[src/rtl/reg_seq_pkg.sv]
// Shared types, field positions and helpers for the register-file sequencer.
package reg_seq_pkg;

  localparam int unsigned NREGS = 32'd16;
  localparam int unsigned AW    = $clog2(NREGS);
  localparam int unsigned DW    = 32'd8;
  localparam int unsigned IW    = 32'd16;

  localparam int unsigned OPC_HI = 32'd15;
  localparam int unsigned OPC_LO = 32'd12;
  localparam int unsigned RD_HI  = 32'd11;
  localparam int unsigned RD_LO  = 32'd8;
  localparam int unsigned RS1_HI = 32'd7;
  localparam int unsigned RS1_LO = 32'd4;
  localparam int unsigned RS2_HI = 32'd3;
  localparam int unsigned RS2_LO = 32'd0;
  localparam int unsigned IMM_HI = 32'd7;
  localparam int unsigned IMM_LO = 32'd0;

  typedef enum logic [3:0] {
    OP_ADD  = 4'd0,
    OP_SUB  = 4'd1,
    OP_AND  = 4'd2,
    OP_OR   = 4'd3,
    OP_XOR  = 4'd4,
    OP_LDI  = 4'd5,
    OP_MOV  = 4'd6,
    OP_NOP  = 4'd7,
    OP_HALT = 4'd15
  } opcode_e;

  typedef enum logic [2:0] {
    ALU_ADD    = 3'd0,
    ALU_SUB    = 3'd1,
    ALU_AND    = 3'd2,
    ALU_OR     = 3'd3,
    ALU_XOR    = 3'd4,
    ALU_PASS_A = 3'd5,
    ALU_PASS_B = 3'd6
  } alu_op_e;

  typedef enum logic [2:0] {
    ST_IDLE      = 3'd0,
    ST_DECODE    = 3'd1,
    ST_EXECUTE   = 3'd2,
    ST_WRITEBACK = 3'd3,
    ST_HALT      = 3'd4
  } state_e;

  // Only ADD..MOV produce a register-file result.
  function automatic logic writes_rd(input logic [3:0] opcode);
    return (opcode < 4'd7);
  endfunction

endpackage

[src/rtl/reg_seq_ctrl_if.sv]
// Instruction handshake and register-file/ALU control bundle.
// retired[15:0] is present only when REG_SEQ_PERF_EN is defined.
interface reg_seq_ctrl_if;
  import reg_seq_pkg::*;

  logic [IW-1:0] instr;
  logic          instr_valid;
  logic          instr_ready;
  logic [AW-1:0] RA1;
  logic [AW-1:0] RA2;
  logic [AW-1:0] WA;
  logic          write_enable;
  logic [2:0]    alu_op;
  logic [DW-1:0] imm;
  logic          imm_sel;
  logic          illegal;
  logic          halted;
`ifdef REG_SEQ_PERF_EN
  logic [15:0]   retired;
`endif

  modport slave (
    input  instr, instr_valid,
    output instr_ready, RA1, RA2, WA, write_enable, alu_op, imm, imm_sel,
           illegal, halted
`ifdef REG_SEQ_PERF_EN
    , output retired
`endif
  );

  modport master (
    output instr, instr_valid,
    input  instr_ready, RA1, RA2, WA, write_enable, alu_op, imm, imm_sel,
           illegal, halted
`ifdef REG_SEQ_PERF_EN
    , input retired
`endif
  );

endinterface

[src/rtl/reg_seq_decode.sv]
// Combinational opcode decoder: ALU select, operand-B source and instruction class.
module reg_seq_decode
  import reg_seq_pkg::*;
(
  input  logic [3:0] opcode_i,
  output alu_op_e    alu_op_o,
  output logic       imm_sel_o,
  output logic       writes_o,
  output logic       illegal_o,
  output logic       is_halt_o
);

  // Map opcode to ALU controls; undefined opcodes fall through as NOPs.
  always_comb begin
    alu_op_o  = ALU_ADD;
    imm_sel_o = 1'b0;
    illegal_o = 1'b0;
    is_halt_o = 1'b0;
    writes_o  = writes_rd(opcode_i);
    case (opcode_i)
      OP_ADD:  alu_op_o = ALU_ADD;
      OP_SUB:  alu_op_o = ALU_SUB;
      OP_AND:  alu_op_o = ALU_AND;
      OP_OR:   alu_op_o = ALU_OR;
      OP_XOR:  alu_op_o = ALU_XOR;
      OP_LDI: begin
        alu_op_o  = ALU_PASS_B;
        imm_sel_o = 1'b1;
      end
      OP_MOV:  alu_op_o  = ALU_PASS_A;
      OP_NOP:  alu_op_o  = ALU_ADD;
      OP_HALT: is_halt_o = 1'b1;
      default: illegal_o = 1'b1;
    endcase
  end

endmodule

[src/rtl/reg_seq_ctrl.sv]
// Four-cycle sequencer driving register-file addresses, ALU op and write strobe.
// Optional retired-instruction counter enabled by REG_SEQ_PERF_EN.
module reg_seq_ctrl
  import reg_seq_pkg::*;
(
  input  logic          CLK,
  input  logic          nRST,
  reg_seq_ctrl_if.slave seq
);

  state_e        state_q, state_d;
  logic [IW-1:0] instr_q, instr_d;
  logic [AW-1:0] ra1_q, ra1_d;
  logic [AW-1:0] ra2_q, ra2_d;
  logic [AW-1:0] wa_q, wa_d;
  alu_op_e       alu_op_q, alu_op_d;
  logic [DW-1:0] imm_q, imm_d;
  logic          imm_sel_q, imm_sel_d;
  logic          we_q, we_d;
  logic          ready_q, ready_d;
  logic          illegal_q, illegal_d;
  logic          halted_q, halted_d;

  alu_op_e       dec_alu_op;
  logic          dec_imm_sel;
  logic          dec_writes;
  logic          dec_illegal;
  logic          dec_is_halt;

  reg_seq_decode u_decode (
    .opcode_i  (instr_q[OPC_HI:OPC_LO]),
    .alu_op_o  (dec_alu_op),
    .imm_sel_o (dec_imm_sel),
    .writes_o  (dec_writes),
    .illegal_o (dec_illegal),
    .is_halt_o (dec_is_halt)
  );

  // Next-state and next-output logic; outputs are computed one cycle ahead.
  always_comb begin
    state_d   = state_q;
    instr_d   = instr_q;
    ra1_d     = ra1_q;
    ra2_d     = ra2_q;
    wa_d      = wa_q;
    alu_op_d  = alu_op_q;
    imm_d     = imm_q;
    imm_sel_d = imm_sel_q;
    illegal_d = illegal_q;
    we_d      = 1'b0;
    case (state_q)
      ST_IDLE: begin
        if (seq.instr_valid && ready_q) begin
          instr_d = seq.instr;
          state_d = ST_DECODE;
        end else begin
          state_d = ST_IDLE;
        end
      end
      ST_DECODE: begin
        ra1_d     = instr_q[RS1_HI:RS1_LO];
        ra2_d     = instr_q[RS2_HI:RS2_LO];
        wa_d      = instr_q[RD_HI:RD_LO];
        imm_d     = instr_q[IMM_HI:IMM_LO];
        alu_op_d  = dec_alu_op;
        imm_sel_d = dec_imm_sel;
        illegal_d = illegal_q | dec_illegal;
        state_d   = ST_EXECUTE;
      end
      ST_EXECUTE: begin
        // r0 is hardwired zero, so a write to it is suppressed entirely.
        we_d    = dec_writes && (instr_q[RD_HI:RD_LO] != {AW{1'b0}});
        state_d = ST_WRITEBACK;
      end
      ST_WRITEBACK: begin
        if (dec_is_halt) begin
          state_d = ST_HALT;
        end else begin
          state_d = ST_IDLE;
        end
      end
      ST_HALT: state_d = ST_HALT;
      default: state_d = ST_IDLE;
    endcase
    ready_d  = (state_d == ST_IDLE);
    halted_d = (state_d == ST_HALT);
  end

  // State and output registers.
  always_ff @(posedge CLK or negedge nRST) begin
    if (!nRST) begin
      state_q   <= ST_IDLE;
      instr_q   <= {IW{1'b0}};
      ra1_q     <= {AW{1'b0}};
      ra2_q     <= {AW{1'b0}};
      wa_q      <= {AW{1'b0}};
      alu_op_q  <= ALU_ADD;
      imm_q     <= {DW{1'b0}};
      imm_sel_q <= 1'b0;
      we_q      <= 1'b0;
      ready_q   <= 1'b0;
      illegal_q <= 1'b0;
      halted_q  <= 1'b0;
    end else begin
      state_q   <= state_d;
      instr_q   <= instr_d;
      ra1_q     <= ra1_d;
      ra2_q     <= ra2_d;
      wa_q      <= wa_d;
      alu_op_q  <= alu_op_d;
      imm_q     <= imm_d;
      imm_sel_q <= imm_sel_d;
      we_q      <= we_d;
      ready_q   <= ready_d;
      illegal_q <= illegal_d;
      halted_q  <= halted_d;
    end
  end

`ifdef REG_SEQ_PERF_EN
  logic [15:0] retired_q, retired_d;

  // Every WRITEBACK retires one instruction, whatever its class.
  always_comb begin
    if (state_q == ST_WRITEBACK) begin
      retired_d = retired_q + 16'd1;
    end else begin
      retired_d = retired_q;
    end
  end

  // Retired-instruction counter register.
  always_ff @(posedge CLK or negedge nRST) begin
    if (!nRST) begin
      retired_q <= 16'd0;
    end else begin
      retired_q <= retired_d;
    end
  end

  assign seq.retired = retired_q;
`endif

  assign seq.instr_ready  = ready_q;
  assign seq.RA1          = ra1_q;
  assign seq.RA2          = ra2_q;
  assign seq.WA           = wa_q;
  assign seq.write_enable = we_q;
  assign seq.alu_op       = alu_op_q;
  assign seq.imm          = imm_q;
  assign seq.imm_sel      = imm_sel_q;
  assign seq.illegal      = illegal_q;
  assign seq.halted       = halted_q;

endmodule

[src/flat_wrapper.sv]
// flat-port wrapper written by rule: the top's interface ports become plain ports
module reg_seq_ctrl_flat import reg_seq_pkg::*;
  (CLK, nRST, seq_instr, seq_instr_valid, seq_instr_ready, seq_RA1, seq_RA2, seq_WA, seq_write_enable, seq_alu_op, seq_imm, seq_imm_sel, seq_illegal, seq_halted);
  reg_seq_ctrl_if seq_i ();
  input  logic CLK;
  input  logic nRST;
  input wire logic [$bits(seq_i.instr)-1:0] seq_instr;
  input wire logic [$bits(seq_i.instr_valid)-1:0] seq_instr_valid;
  output wire logic [$bits(seq_i.instr_ready)-1:0] seq_instr_ready;
  output wire logic [$bits(seq_i.RA1)-1:0] seq_RA1;
  output wire logic [$bits(seq_i.RA2)-1:0] seq_RA2;
  output wire logic [$bits(seq_i.WA)-1:0] seq_WA;
  output wire logic [$bits(seq_i.write_enable)-1:0] seq_write_enable;
  output wire logic [$bits(seq_i.alu_op)-1:0] seq_alu_op;
  output wire logic [$bits(seq_i.imm)-1:0] seq_imm;
  output wire logic [$bits(seq_i.imm_sel)-1:0] seq_imm_sel;
  output wire logic [$bits(seq_i.illegal)-1:0] seq_illegal;
  output wire logic [$bits(seq_i.halted)-1:0] seq_halted;
  assign seq_i.instr = seq_instr;
  assign seq_i.instr_valid = seq_instr_valid;
  assign seq_instr_ready = seq_i.instr_ready;
  assign seq_RA1 = seq_i.RA1;
  assign seq_RA2 = seq_i.RA2;
  assign seq_WA = seq_i.WA;
  assign seq_write_enable = seq_i.write_enable;
  assign seq_alu_op = seq_i.alu_op;
  assign seq_imm = seq_i.imm;
  assign seq_imm_sel = seq_i.imm_sel;
  assign seq_illegal = seq_i.illegal;
  assign seq_halted = seq_i.halted;
  reg_seq_ctrl u_core (.CLK(CLK), .nRST(nRST), .seq(seq_i));
endmodule
[config.mk]
export PLATFORM = sky130hd
export DESIGN_NAME = reg_seq_ctrl_flat
export DESIGN_NICKNAME = d
export VERILOG_FILES = /design/src/rtl/reg_seq_pkg.sv /design/src/rtl/reg_seq_ctrl_if.sv /design/src/rtl/reg_seq_decode.sv /design/src/rtl/reg_seq_ctrl.sv /design/src/flat_wrapper.sv
export SDC_FILE = /design/constraint.sdc
export NUM_CORES = 1
export LEC_CHECK = 0
export BUFFER_PORTS_ARGS = -buffer_cell sky130_fd_sc_hd__buf_2
export CAP_MARGIN = 10
export CORE_UTILIZATION = 51
export DETAILED_ROUTE_END_ITERATION = 8
export HOLD_SLACK_MARGIN = 0.03
export PLACE_DENSITY = 0.79
export SLEW_MARGIN = 20
export SYNTH_ARGS = -nofsm -noshare
export SYNTH_HDL_FRONTEND = slang
export SYNTH_SLANG_ARGS = --single-unit
[constraint.sdc]
create_clock -name CLK -period 1.9 [get_ports CLK]
set_clock_uncertainty 0.05 [all_clocks]
set_input_delay 0.57 -clock CLK [delete_from_list [all_inputs] [get_ports CLK]]
set_output_delay 0.57 -clock CLK [all_outputs]
set_load 0.03 [all_outputs]
=== After elaboration in Yosys (flattened, before gate mapping) ===
Index checks and enable logic that the tools add are counted.

* Reduce and logical (&&, ||, !) cells: 8
* Equal/unequal tests: 13
* Bitwise gates (word level): 1
* Order comparisons: 1
* Muxes and demuxes: 8

{| class="wikitable"
|+ Operators with widths
! kind !! number
|-
| 3-bit one-hot mux with 6 select lines || 1
|-
| 4-bit by 3-bit == test with 1-bit output, second input constant || 4
|-
| 3-bit one-hot mux with 5 select lines || 1
|-
| 9-bit OR reduction || 1
|-
| 4-bit by 2-bit == test with 1-bit output, second input constant || 2
|-
| 3-bit by 2-bit == test with 1-bit output, second input constant || 2
|-
| 3-bit == test, second input constant || 2
|-
| 3-bit logical NOT || 2
|-
| 1-bit 2-to-1 mux || 5
|-
| 4-bit by 1-bit == test with 1-bit output, second input constant || 1
|-
| 4-bit == test, second input constant || 1
|-
| 4-bit logical NOT || 1
|-
| 4-bit by 3-bit less-than comparator with 1-bit output, second input constant || 1
|-
| 4-bit nonzero test || 1
|-
| 3-bit by 1-bit == test with 1-bit output, second input constant || 1
|-
| 3-bit 2-to-1 mux || 1
|-
| 1-bit logical AND || 2
|-
| 2-bit AND reduction || 1
|-
| 1-bit bitwise OR || 1
|}

* Input bits: 19
* Output and inout bits: 28
* Logic and storage cells: 43
* Register bits after elaboration: 47

=== Longest topological paths before layout ===
* Word-level depth: 5
* Gate-level depth with buffers: 6

=== Modules after synthesis ===
Synthesis repeated with hierarchy kept, for this count alone.

* Cell total of the unflattened synthesis: 111
* Area, all modules: 1,716.6 µm²

{| class="wikitable"
|+ Modules (own cells, without submodules)
! module !! times used !! cells an instance !! sequential area each (µm²) !! area each (µm²)
|-
| reg_seq_ctrl || 1 || 99 || 975.9 || 1,639.1
|-
| reg_seq_decode || 1 || 12 || 0.0 || 77.6
|}

=== Worst setup path after synthesis ===
No wires, ideal clock.

* Path type: flip-flop to flip-flop
* From: reg u_core.state_q[1]
* To: reg u_core.instr_q[10]
* Setup slack: 0.230 ns
* Cell stages (with the launch flop): 6
* Required time: 1.725 ns
* Clock period less this slack: 1.670 ns
* Arrival: 1.495 ns
* Cells stage by stage: dfrtp_1 buf_6 or3_4 nor2_8 buf_12 mux2_4

* Cells in the longest elaborated chain, start to end: 2

{| class="wikitable"
|+ Ends and longest elaborated chain
! what !! RTL line !! text
|-
| start: declaration || reg_seq_ctrl.sv:11 || <nowiki>state_e state_q, state_d;</nowiki>
|-
| start signal: assignment || reg_seq_ctrl.sv:105 || <nowiki>state_q <= state_d;</nowiki>
|-
| 3-bit logical NOT || reg_seq_ctrl.sv:51 || <nowiki>case (state_q)</nowiki>
|-
| 2-bit AND reduction (no line) || - ||
|-
| end signal: assignment || reg_seq_ctrl.sv:93 || <nowiki>instr_q <= {IW{1'b0}};</nowiki>
|-
| end signal: assignment || reg_seq_ctrl.sv:106 || <nowiki>instr_q <= instr_d;</nowiki>
|-
| end: declaration || reg_seq_ctrl.sv:12 || <nowiki>logic [IW-1:0] instr_q, instr_d;</nowiki>
|}

Every way passes these cells.
A chain may end at the register's enable or synchronous reset.

=== Worst setup path in the final report ===
* From: reg u_core.state_q[2]
* To: reg u_core.instr_q[5]

The elaborated chain is that of the path after synthesis.

==> run metrics <==
Rows 20; die height 59.3 um; post-place instance area 1900 um2; overflow left after global routing 0; I/O Buffers 46; CTS Buffer Depth 2; final net count 206; DRC 0; yosys synthesis warning count 0; htree depth 2; routed wire length per instance 12.9 um; HPWL after DPL 2.13 mm; RSZ-0062 raised after global routing false; critical-path cell list or3_4 -> nor2_8 -> mux2_2; data arrival time of the worst path 1.90 ns; worst hold path class in -> async; leading post-synthesis cells by cell area dfrtp_1, nand2_1, mux2_4, mux2_2, buf_4; largest net degree at the start of global routing 40; Worst path max stage delay 0.46 ns; Slew Viols, Final 0; I/O pins 47; Required @ worst endpoint 2.08 ns; post-route ant nets 0; PostCTS Resize Cnt 0; Top Family by Delay on Critical Path simple AND/OR/NAND/NOR gates; layout cells sized above 1 40.6%; Gate Count Post-Synth 143; reg2reg setup slack 0.17 ns; Post-Route WL 2.98 mm; CP max-delay cell dfrtp_1; Post-synth EDFFs 0; Slew HR 75.3%; vias per cell 5.05; core area 3080 um2; CP Class reg -> reg; Fin. Hold Viols 0; global-route wire length before repair 4.88 mm; number of synthesized register bits 39; CTS tree yes; drt pass-1 iters 4; Final Cycle Share 90.9%; initial antenna violation count 0; vias 1166; syn_area_per_cell 11.7 um2; sequential share of the synthesized area 58.3%; critical path launch point type register; Slew @ Worst Pin 0.370 ns; Tmin final 1.73 ns; maximum vdd drop 0.810 mV; post-route cell area 1950 um2; DRT iter0 DRCs 43; Leak 1.04 nW; vias in the first global route 1139; FMAX 579 MHz; outcome completed; Power Density 1840 nW/um2; Critical Path Fanout Max 17; MaxCap Viol Count 0; Antenna diodes 0; clk_lat worst skew 0.34 ns; final setup vio count 0; Worst-path clk slew 0.11 ns; WP buf/inv 0; Total GRT Usage 19.2%; # Post-CTS Setup Buffers 0; Netlist cell types 28; Die Wd 59.3 um; total die area 3520 um2; Worst setup EP type register; Post-Syn Nets 162; Top FF cell, synth dfrtp_1; GPL Wtd Cong 0.778; Post-Syn Area 1670 um2; Synth area leader dfrtp_1; Async SR Flop Fraction 100%; synthesis-to-finish area growth 16.7%; initial core utilization 54.4%; CTS Buf Count 5; Final TNS setup 0 ns; # hold bufs at CTS 0; area share of the largest cell type after synthesis 58.3%; clk sinks 39; Root Buffer Master clkbuf_4
[layout make-up]
type | instances | area, um2
Clock buffer | 6 | 51.3
Multi-Input combinational cell | 89 | 583
Tap cell | 44 | 55.1
Fill cell | 259 | 1120
Clock inverter | 1 | 5.00
Sequential cell | 39 | 976
Timing Repair Buffer | 51 | 280
Inverter | 1 | 3.75
[cells in the mapped netlist, drive strengths merged, types with 2 or more instances]
master  number
nor2         6
nor4         2
nand3b       2
dfrtp       39
a22o         2
mux2        16
o21ai        5
buf         12
nand2       44
clkbuf       2
[cell families (layout without fill, tap and decap cells)]
kind of cell / count (synthesis) / in the layout / share of synthesized area, %
AO/OA/AOI/OAI: 10 / 10 / 3.89
buffers and inverters: 15 / 59 / 6.88
XOR/XNOR: 1 / 1 / 0.523
multiplexers: 17 / 17 / 13.4
AND/OR/NAND/NOR: 61 / 61 / 17.0
flip-flops: 39 / 39 / 58.3
[flip-flops by register name, indices dropped and copies added, names as in the netlist]
register	cells
u_core.seq.imm_sel	1
u_core.seq.WA	4
u_core.seq.alu_op	3
u_core.state_q	3
u_core.seq.illegal	1
u_core.seq.instr_ready	1
u_core.seq.write_enable	1
u_core.seq.imm	8
u_core.instr_q	16
u_core.seq.halted	1
[report_power, final]
group	internal, mW	total, mW	switching (mW)
logic	0.670	1.71	1.04
registers	1.20	1.48	0.271
clock network	0.172	0.419	0.248
total	2.05	3.60	1.56
[through the flow]
stage               setup WS (ns)  util (%)  cells  total power, mW  hold slack, ns
finish                      0.172      63.5    231             3.60           0.128
global route                0.122      63.5    231             3.84           0.124
CTS                         0.159      63.5    231             3.64           0.120
detailed placement          0.168      61.7    224             3.21           0.406
global placement            0.226      61.7    224             3.14           0.388
floorplan                   0.230         -    143             2.85           0.224
[worst register-to-register path, stage by stage (launching register included)]
cell and delay [ns]:
dfrtp_1 0.46, or3_4 0.40, nor2_8 0.32, mux2_2 0.39
[layout by cell type (no fill, tap or decap)]
cell / synthesis / final
a21o_1: 1 / 1
a22o_1: 2 / 2
a31oi_1: 1 / 1
and3_1: 1 / 1
buf_12: 1 / 1
buf_2: 1 / 46
buf_4: 9 / 4
clkbuf_4: 0 / 5
clkbuf_8: 0 / 1
clkinv_2: 0 / 1
dfrtp_1: 39 / 39
inv_1: 1 / 1
mux2_2: 7 / 7
mux2_4: 9 / 9
mux2i_1: 1 / 1
nand2_1: 44 / 44
nand3_1: 1 / 1
nand3b_1: 2 / 2
nand4_1: 1 / 1
nand4b_1: 1 / 1
nor2_1: 5 / 5
nor2_8: 1 / 1
nor3b_1: 1 / 1
nor4_1: 2 / 2
o21ai_0: 5 / 5
o41ai_1: 1 / 1
or3_4: 1 / 1
or3b_1: 1 / 1
xnor2_1: 1 / 1
[path summary, 6_finish.rpt]
check                                  start            endpoint  cells past startpoint
hold reg to reg            u_core.instr_q[5]   u_core.seq.imm[5]                      2
setup reg to reg           u_core.state_q[2]   u_core.instr_q[5]                      3
hold / removal                          nRST   u_core.seq.imm[2]                      2
setup / recovery           u_core.state_q[2]   u_core.instr_q[5]                      3
min in group CLK               seq_instr[15]  u_core.instr_q[15]                      2
max in group asynchronous               nRST   u_core.state_q[0]                      2
[metal layers]
metal / global-route usage (%) / vias up / part of all wire [%]
met5: 0 / - / 0
met4: 6.80 / 0 / 1.3
met3: 6.77 / 5 / 7.2
met2: 32.6 / 42 / 49
met1: 22.5 / 563 / 43
li1: - / 556 / -
(Power assumes the default switching activity.)
